<file path="src/rtl/regfile_mp_sb.sv">
// Multi-port register file with a per-register busy scoreboard for decode hazard stalls.
// Optional same-cycle write-to-read bypass is enabled by defining REGFILE_BYPASS_EN.
module regfile_mp_sb #(
    parameter int DATA_W   = 32,
    parameter int ADDR_W   = 5,
    parameter int NUM_RD   = 2,
    parameter int ZERO_REG = 1
) (
    input  logic                       clk,
    input  logic                       rst,
    input  logic [NUM_RD*ADDR_W-1:0]   rd_addr,
    output logic [NUM_RD*DATA_W-1:0]   rd_data,
    output logic [NUM_RD-1:0]          rd_busy,
    input  logic                       we0,
    input  logic [ADDR_W-1:0]          wa0,
    input  logic [DATA_W-1:0]          wd0,
    input  logic                       we1,
    input  logic [ADDR_W-1:0]          wa1,
    input  logic [DATA_W-1:0]          wd1,
    input  logic                       issue_en,
    input  logic [ADDR_W-1:0]          issue_addr,
    output logic [ADDR_W:0]            busy_cnt
);

    localparam int DEPTH = 32'sd1 << ADDR_W;
    localparam logic ZERO_EN = (ZERO_REG != 32'sd0);
    localparam logic [DEPTH-1:0] ONE_HOT0 = {{(DEPTH-1){1'b0}}, 1'b1};

    function automatic logic isZeroAddr(input logic [ADDR_W-1:0] a);
        return ZERO_EN && (a == {ADDR_W{1'b0}});
    endfunction

    function automatic logic [ADDR_W:0] popCount(input logic [DEPTH-1:0] v);
        logic [ADDR_W:0] cnt;
        cnt = {(ADDR_W+1){1'b0}};
        for (int i = 0; i < DEPTH; i++) begin
            cnt = cnt + {{ADDR_W{1'b0}}, v[i]};
        end
        return cnt;
    endfunction

    logic [DATA_W-1:0] regsR [DEPTH];
    logic [DEPTH-1:0]  busyR;
    logic [DEPTH-1:0]  busyNextS;
    logic [DEPTH-1:0]  clrMaskS;
    logic [DEPTH-1:0]  setMaskS;
    logic [ADDR_W:0]   busyCntR;
    logic              we0EffS;
    logic              we1EffS;
    logic              issueEffS;

    // Register 0 (when hardwired) swallows writes and issues entirely.
    assign we0EffS   = we0 && !isZeroAddr(wa0);
    assign we1EffS   = we1 && !isZeroAddr(wa1);
    assign issueEffS = issue_en && !isZeroAddr(issue_addr);

    // Next busy vector: writes retire producers, a new issue re-marks (set applied last).
    always_comb begin
        clrMaskS  = ({DEPTH{we0EffS}} & (ONE_HOT0 << wa0)) |
                    ({DEPTH{we1EffS}} & (ONE_HOT0 << wa1));
        setMaskS  = {DEPTH{issueEffS}} & (ONE_HOT0 << issue_addr);
        busyNextS = (busyR & ~clrMaskS) | setMaskS;
    end

    // Register storage; port 1 is written last so it wins an address collision.
    always_ff @(posedge clk or negedge rst) begin
        if (!rst) begin
            for (int i = 0; i < DEPTH; i++) begin
                regsR[i] <= {DATA_W{1'b0}};
            end
        end else begin
            if (we0EffS) begin
                regsR[wa0] <= wd0;
            end
            if (we1EffS) begin
                regsR[wa1] <= wd1;
            end
        end
    end

    // Scoreboard state and its population count, kept in step every edge.
    always_ff @(posedge clk or negedge rst) begin
        if (!rst) begin
            busyR    <= {DEPTH{1'b0}};
            busyCntR <= {(ADDR_W+1){1'b0}};
        end else begin
            busyR    <= busyNextS;
            busyCntR <= popCount(busyNextS);
        end
    end

    assign busy_cnt = busyCntR;

    for (genvar g = 0; g < NUM_RD; g++) begin : gRead
        logic [ADDR_W-1:0] addrS;
        logic [DATA_W-1:0] rawDataS;
        logic              rawBusyS;
        logic              forceZeroS;

        assign addrS = rd_addr[g*ADDR_W +: ADDR_W];

        // Read mux, with the optional forward of in-flight write data and busy state.
        always_comb begin
`ifdef REGFILE_BYPASS_EN
            if (we1EffS && (wa1 == addrS)) begin
                rawDataS = wd1;
            end else if (we0EffS && (wa0 == addrS)) begin
                rawDataS = wd0;
            end else begin
                rawDataS = regsR[addrS];
            end
            rawBusyS = busyNextS[addrS];
`else
            rawDataS = regsR[addrS];
            rawBusyS = busyR[addrS];
`endif
        end

        // Reset must blank reads immediately, even with a bypassed write pending.
        assign forceZeroS = !rst || isZeroAddr(addrS);
        assign rd_data[g*DATA_W +: DATA_W] = forceZeroS ? {DATA_W{1'b0}} : rawDataS;
        assign rd_busy[g] = forceZeroS ? 1'b0 : rawBusyS;
    end

endmodule

</file>
<file path="config.mk">
export PLATFORM = sky130hd
export DESIGN_NAME = regfile_mp_sb
export DESIGN_NICKNAME = d
export VERILOG_FILES = /design/src/rtl/regfile_mp_sb.sv
export SDC_FILE = /design/constraint.sdc
export NUM_CORES = 2
export LEC_CHECK = 0
export BUFFER_PORTS_ARGS = -buffer_cell sky130_fd_sc_hd__buf_2
export CORE_UTILIZATION = 39
export CTS_CLUSTER_DIAMETER = 100
export DETAILED_ROUTE_END_ITERATION = 7
export MAX_ROUTING_LAYER = met4
export PLACE_DENSITY = 0.58
export SYNTH_ARGS = -nofsm -noshare
export SYNTH_HDL_FRONTEND = slang
export SYNTH_SLANG_ARGS = --single-unit
</file>
<file path="constraint.sdc">
create_clock -name clk -period 11.9 [get_ports clk]
set_input_delay 1.19 -clock clk [delete_from_list [all_inputs] [get_ports clk]]
set_output_delay 1.19 -clock clk [all_outputs]
set_load 0.01 [all_outputs]
</file>
==> results_dict.tcl <==
set metrics [dict create \
    run_status "finished clean" \
    register_area_um2 26600 \
    synth_seq_area_share_pct 39.7 \
    regToRegEndpoint "busy_cnt[4]$_DFF_PN0_" \
    cts_resized 0 \
    crit_reg_reg_startpoint "busyR[23]$_DFF_PN0_" \
    synth-edff-count 0 \
    cts.path.max_buffers 3 \
    syn2layout_area_growth_pct 8.89 \
    rows 151 \
    layout.cells.most_common_list "sky130_fd_sc_hd__dfrtp_1, sky130_fd_sc_hd__mux2i_1, sky130_fd_sc_hd__nand2_1, sky130_fd_sc_hd__nor2_1, sky130_fd_sc_hd__a21oi_1" \
    synth_cells 6963 \
    start_util_pct 39.4 \
    peak_supply_drop_mv 0.382 \
    postCtsHoldBufs 0 \
    post-route-worst-setup-slack_ns 4.78 \
    core_region_area_um2 170000 \
    worst-r2r-setup-slack_ns 6.60 \
    tightestPinTransition_ns 1.26 \
    clkSinkCount 1062 \
    cts_tree "yes" \
    largest_net_degree_at_the_start_of_global_routing 167 \
    layout_min_cycle_time_ns 7.12 \
    ys_seq_elements 1062 \
    synth_top_cell_by_area "sky130_fd_sc_hd__dfrtp_1" \
    timing.reg2reg.worst_path_depth 16 \
    cap_violations 0 \
    vias_per_cell 6.38 \
    die_h_um 416 \
    clk_pin_slew_ns 0.06 \
    die_width_um 416 \
    endpoint_required_time_on_the_critical_path_ns 12.57 \
    postCtsSetupRepairBufs 0 \
    post-place-ws_ns 4.01 \
    antenna_violations_before_repair 20 \
    critPathKind "in2reg" \
    cts-buffers-inserted 118 \
    cts_root_buffer "sky130_fd_sc_hd__clkbuf_16" \
    top_level_ports 166 \
    setup_crit_end_kind "register" \
    worstSkewPairLatency_ns 0.78 \
    timing.setup.tns_ns 0 \
    synth_ff_type "sky130_fd_sc_hd__dfrtp_1" \
    ant_nets 0 \
    io_buffer_count 165 \
    route.detailed.wl_per_inst_um 31.2 \
    setup-violations-final 0 \
    globalRoute.totalOverflow 0 \
    drt_iter0_markers 7680 \
    routabilityCongestion 0.925 \
    max_slew_margin_pct 15.7 \
    multiInputGateArea_um2 37000 \
    arrival_time_of_the_worst_setup_path_ns 7.79 \
    final.fill_count 16100 \
    achievable-frequency_ghz 0.140 \
    grt_first_pass_wirelength_um 397000 \
    synthesis.yosys.warnings 0 \
    final_cell_area_um2 72800 \
    num-nets-final 6679 \
    drive_above_1_share_pct 15.9 \
    final_max_slew_viol_count 0 \
    proportion_of_synthesized_flip_flops_having_asynchronous_set_or_reset_pct 100 \
    rsz0062_at_grt "no" \
    grtUsageTotal_pct 32.4 \
    power.density_nw_per_um2 182 \
    remaining_drc_errors 0 \
    placement.cell_area_um2 68400 \
    detailroute.via_count 56800 \
    mappedNetlistArea_um2 66900 \
    cellLeakagePower_nw 32.8 \
    synth_area_per_cell_um2 9.61 \
    path_type_of_the_worst_min_delay_path "in2async" \
    synth_cell_type_count 66 \
    setup.worst_path.start_class "input port" \
    design.die.area_um2 173000 \
    worstPathMaxFanout 33 \
    dr_pass1_iterations 7 \
    routed_wirelength_um 277000 \
    worst_clock_skew_ns 0.0408 \
    dpl.hpwl_um 159000 \
    vias_in_the_first_global_route 53600 \
    final_common_cell "sky130_fd_sc_hd__dfrtp_1" \
    hold_viol_final 0 \
    netlist_top_cells_area "sky130_fd_sc_hd__dfrtp_1, sky130_fd_sc_hd__mux2i_1, sky130_fd_sc_hd__mux4_2, sky130_fd_sc_hd__nand2_1, sky130_fd_sc_hd__a21oi_1" \
    syn_nets 7088 \
    finalCritPeriodShare_pct 59.9 \
    synth_top_area_share_pct 39.7 \
    htree_levels 3 \
]
==> kinds of logic (layout without fill, tap and decap cells) <==
group           after synthesis  count (layout)  synth area share [%]
flops                      1062            1062                  39.7
fa+ha+maj                    31              31                 0.849
xor+xnor                      3               3                0.0393
other cells                   0              18                     0
simple gates               1941            1941                  12.4
buf+inv                     860             555                  5.74
mux                        1465            1465                  27.2
compound gates             1601            1601                  14.1
==> per-stage QoR <==
stage               power [W]  utilization, %  hold WS (ns)  instances
floorplan             0.00791               -         0.441       6963
global placement      0.00895            40.3         0.377       8652
detailed placement    0.00903            40.3         0.383       8652
CTS                    0.0132            42.9         0.294       8876
global route           0.0139            42.9         0.323       8890
finish                 0.0133            42.9         0.303       8894
==> worst max path at each step <==
stage	start	endpoint	slack (ns)	cells after the start
6_report	wa0[4]	busy_cnt[4]$_DFF_PN0_	4.78	18
5_1_grt	wa0[4]	busy_cnt[4]$_DFF_PN0_	4.45	18
4_1_cts	wa0[4]	busy_cnt[4]$_DFF_PN0_	4.78	18
3_5_place_dp	wa0[4]	busy_cnt[4]$_DFF_PN0_	4.01	18
3_3_place_gp	wa0[4]	busy_cnt[4]$_DFF_PN0_	4.03	18
2_1_floorplan	wa0[3]	busy_cnt[4]$_DFF_PN0_	5.29	20
==> per-layer routing <==
layer	part of all wire, %	GRT usage (%)	wire length [µm]
met1	39	41.3	108000
met3	11	7.45	29300
met4	6.7	19.8	18700
met2	44	46.5	121000
met5	0	-	0
==> critical path: stages <==
cell,delay (ns)
sky130_fd_sc_hd__buf_2,0.19
sky130_fd_sc_hd__nor2b_1,0.67
sky130_fd_sc_hd__nand2_4,0.73
sky130_fd_sc_hd__a32oi_1,0.58
sky130_fd_sc_hd__fa_1,0.48
sky130_fd_sc_hd__fa_1,0.52
sky130_fd_sc_hd__inv_1,0.06
sky130_fd_sc_hd__fa_1,0.51
sky130_fd_sc_hd__inv_1,0.08
sky130_fd_sc_hd__fa_1,0.58
sky130_fd_sc_hd__fa_1,0.44
sky130_fd_sc_hd__fa_1,0.51
sky130_fd_sc_hd__inv_1,0.05
sky130_fd_sc_hd__ha_1,0.23
sky130_fd_sc_hd__fa_1,0.46
sky130_fd_sc_hd__a21o_1,0.19
sky130_fd_sc_hd__a21oi_1,0.17
sky130_fd_sc_hd__xnor2_1,0.14
==> cell usage after synthesis (all sizes together) (7+ instances only) <==
library cell,number
nor2,581
ha,7
o21a,7
buf,355
mux4,260
o22ai,67
nor3,9
a21oi,484
nand4,67
mux2,201
and2,15
nand2b,9
clkbuf,464
o31a,33
nand3,101
dfrtp,1062
mux2i,1004
inv,41
nand2,1005
nor2b,78
fa,24
a22o,35
a211oi,67
a31oi,288
a22oi,168
o21ai,427
a32o,14
and3b,7
or3,32
==> state kept, by name, summed over array words and instances (netlist names) <==
name	cells
busyR	32
busy_cnt	6
regsR	1024
==> power by group <==
part	internal [W]	switching (W)
registers	0.00457	0.000780
logic	0.00181	0.00189
clock network	0.00252	0.00170
==> layout make-up <==
class                   instances  area share (%)
multi-input cells            5041            50.8
clock buffers                 170            4.72
inverters                      41           0.211
well taps                    2218            3.81
flip-flops and latches       1062            36.5
clock inverters                54            1.34
diodes                         18          0.0618
repair buffers                290            2.56
Power figures use the tool's default switching activity.
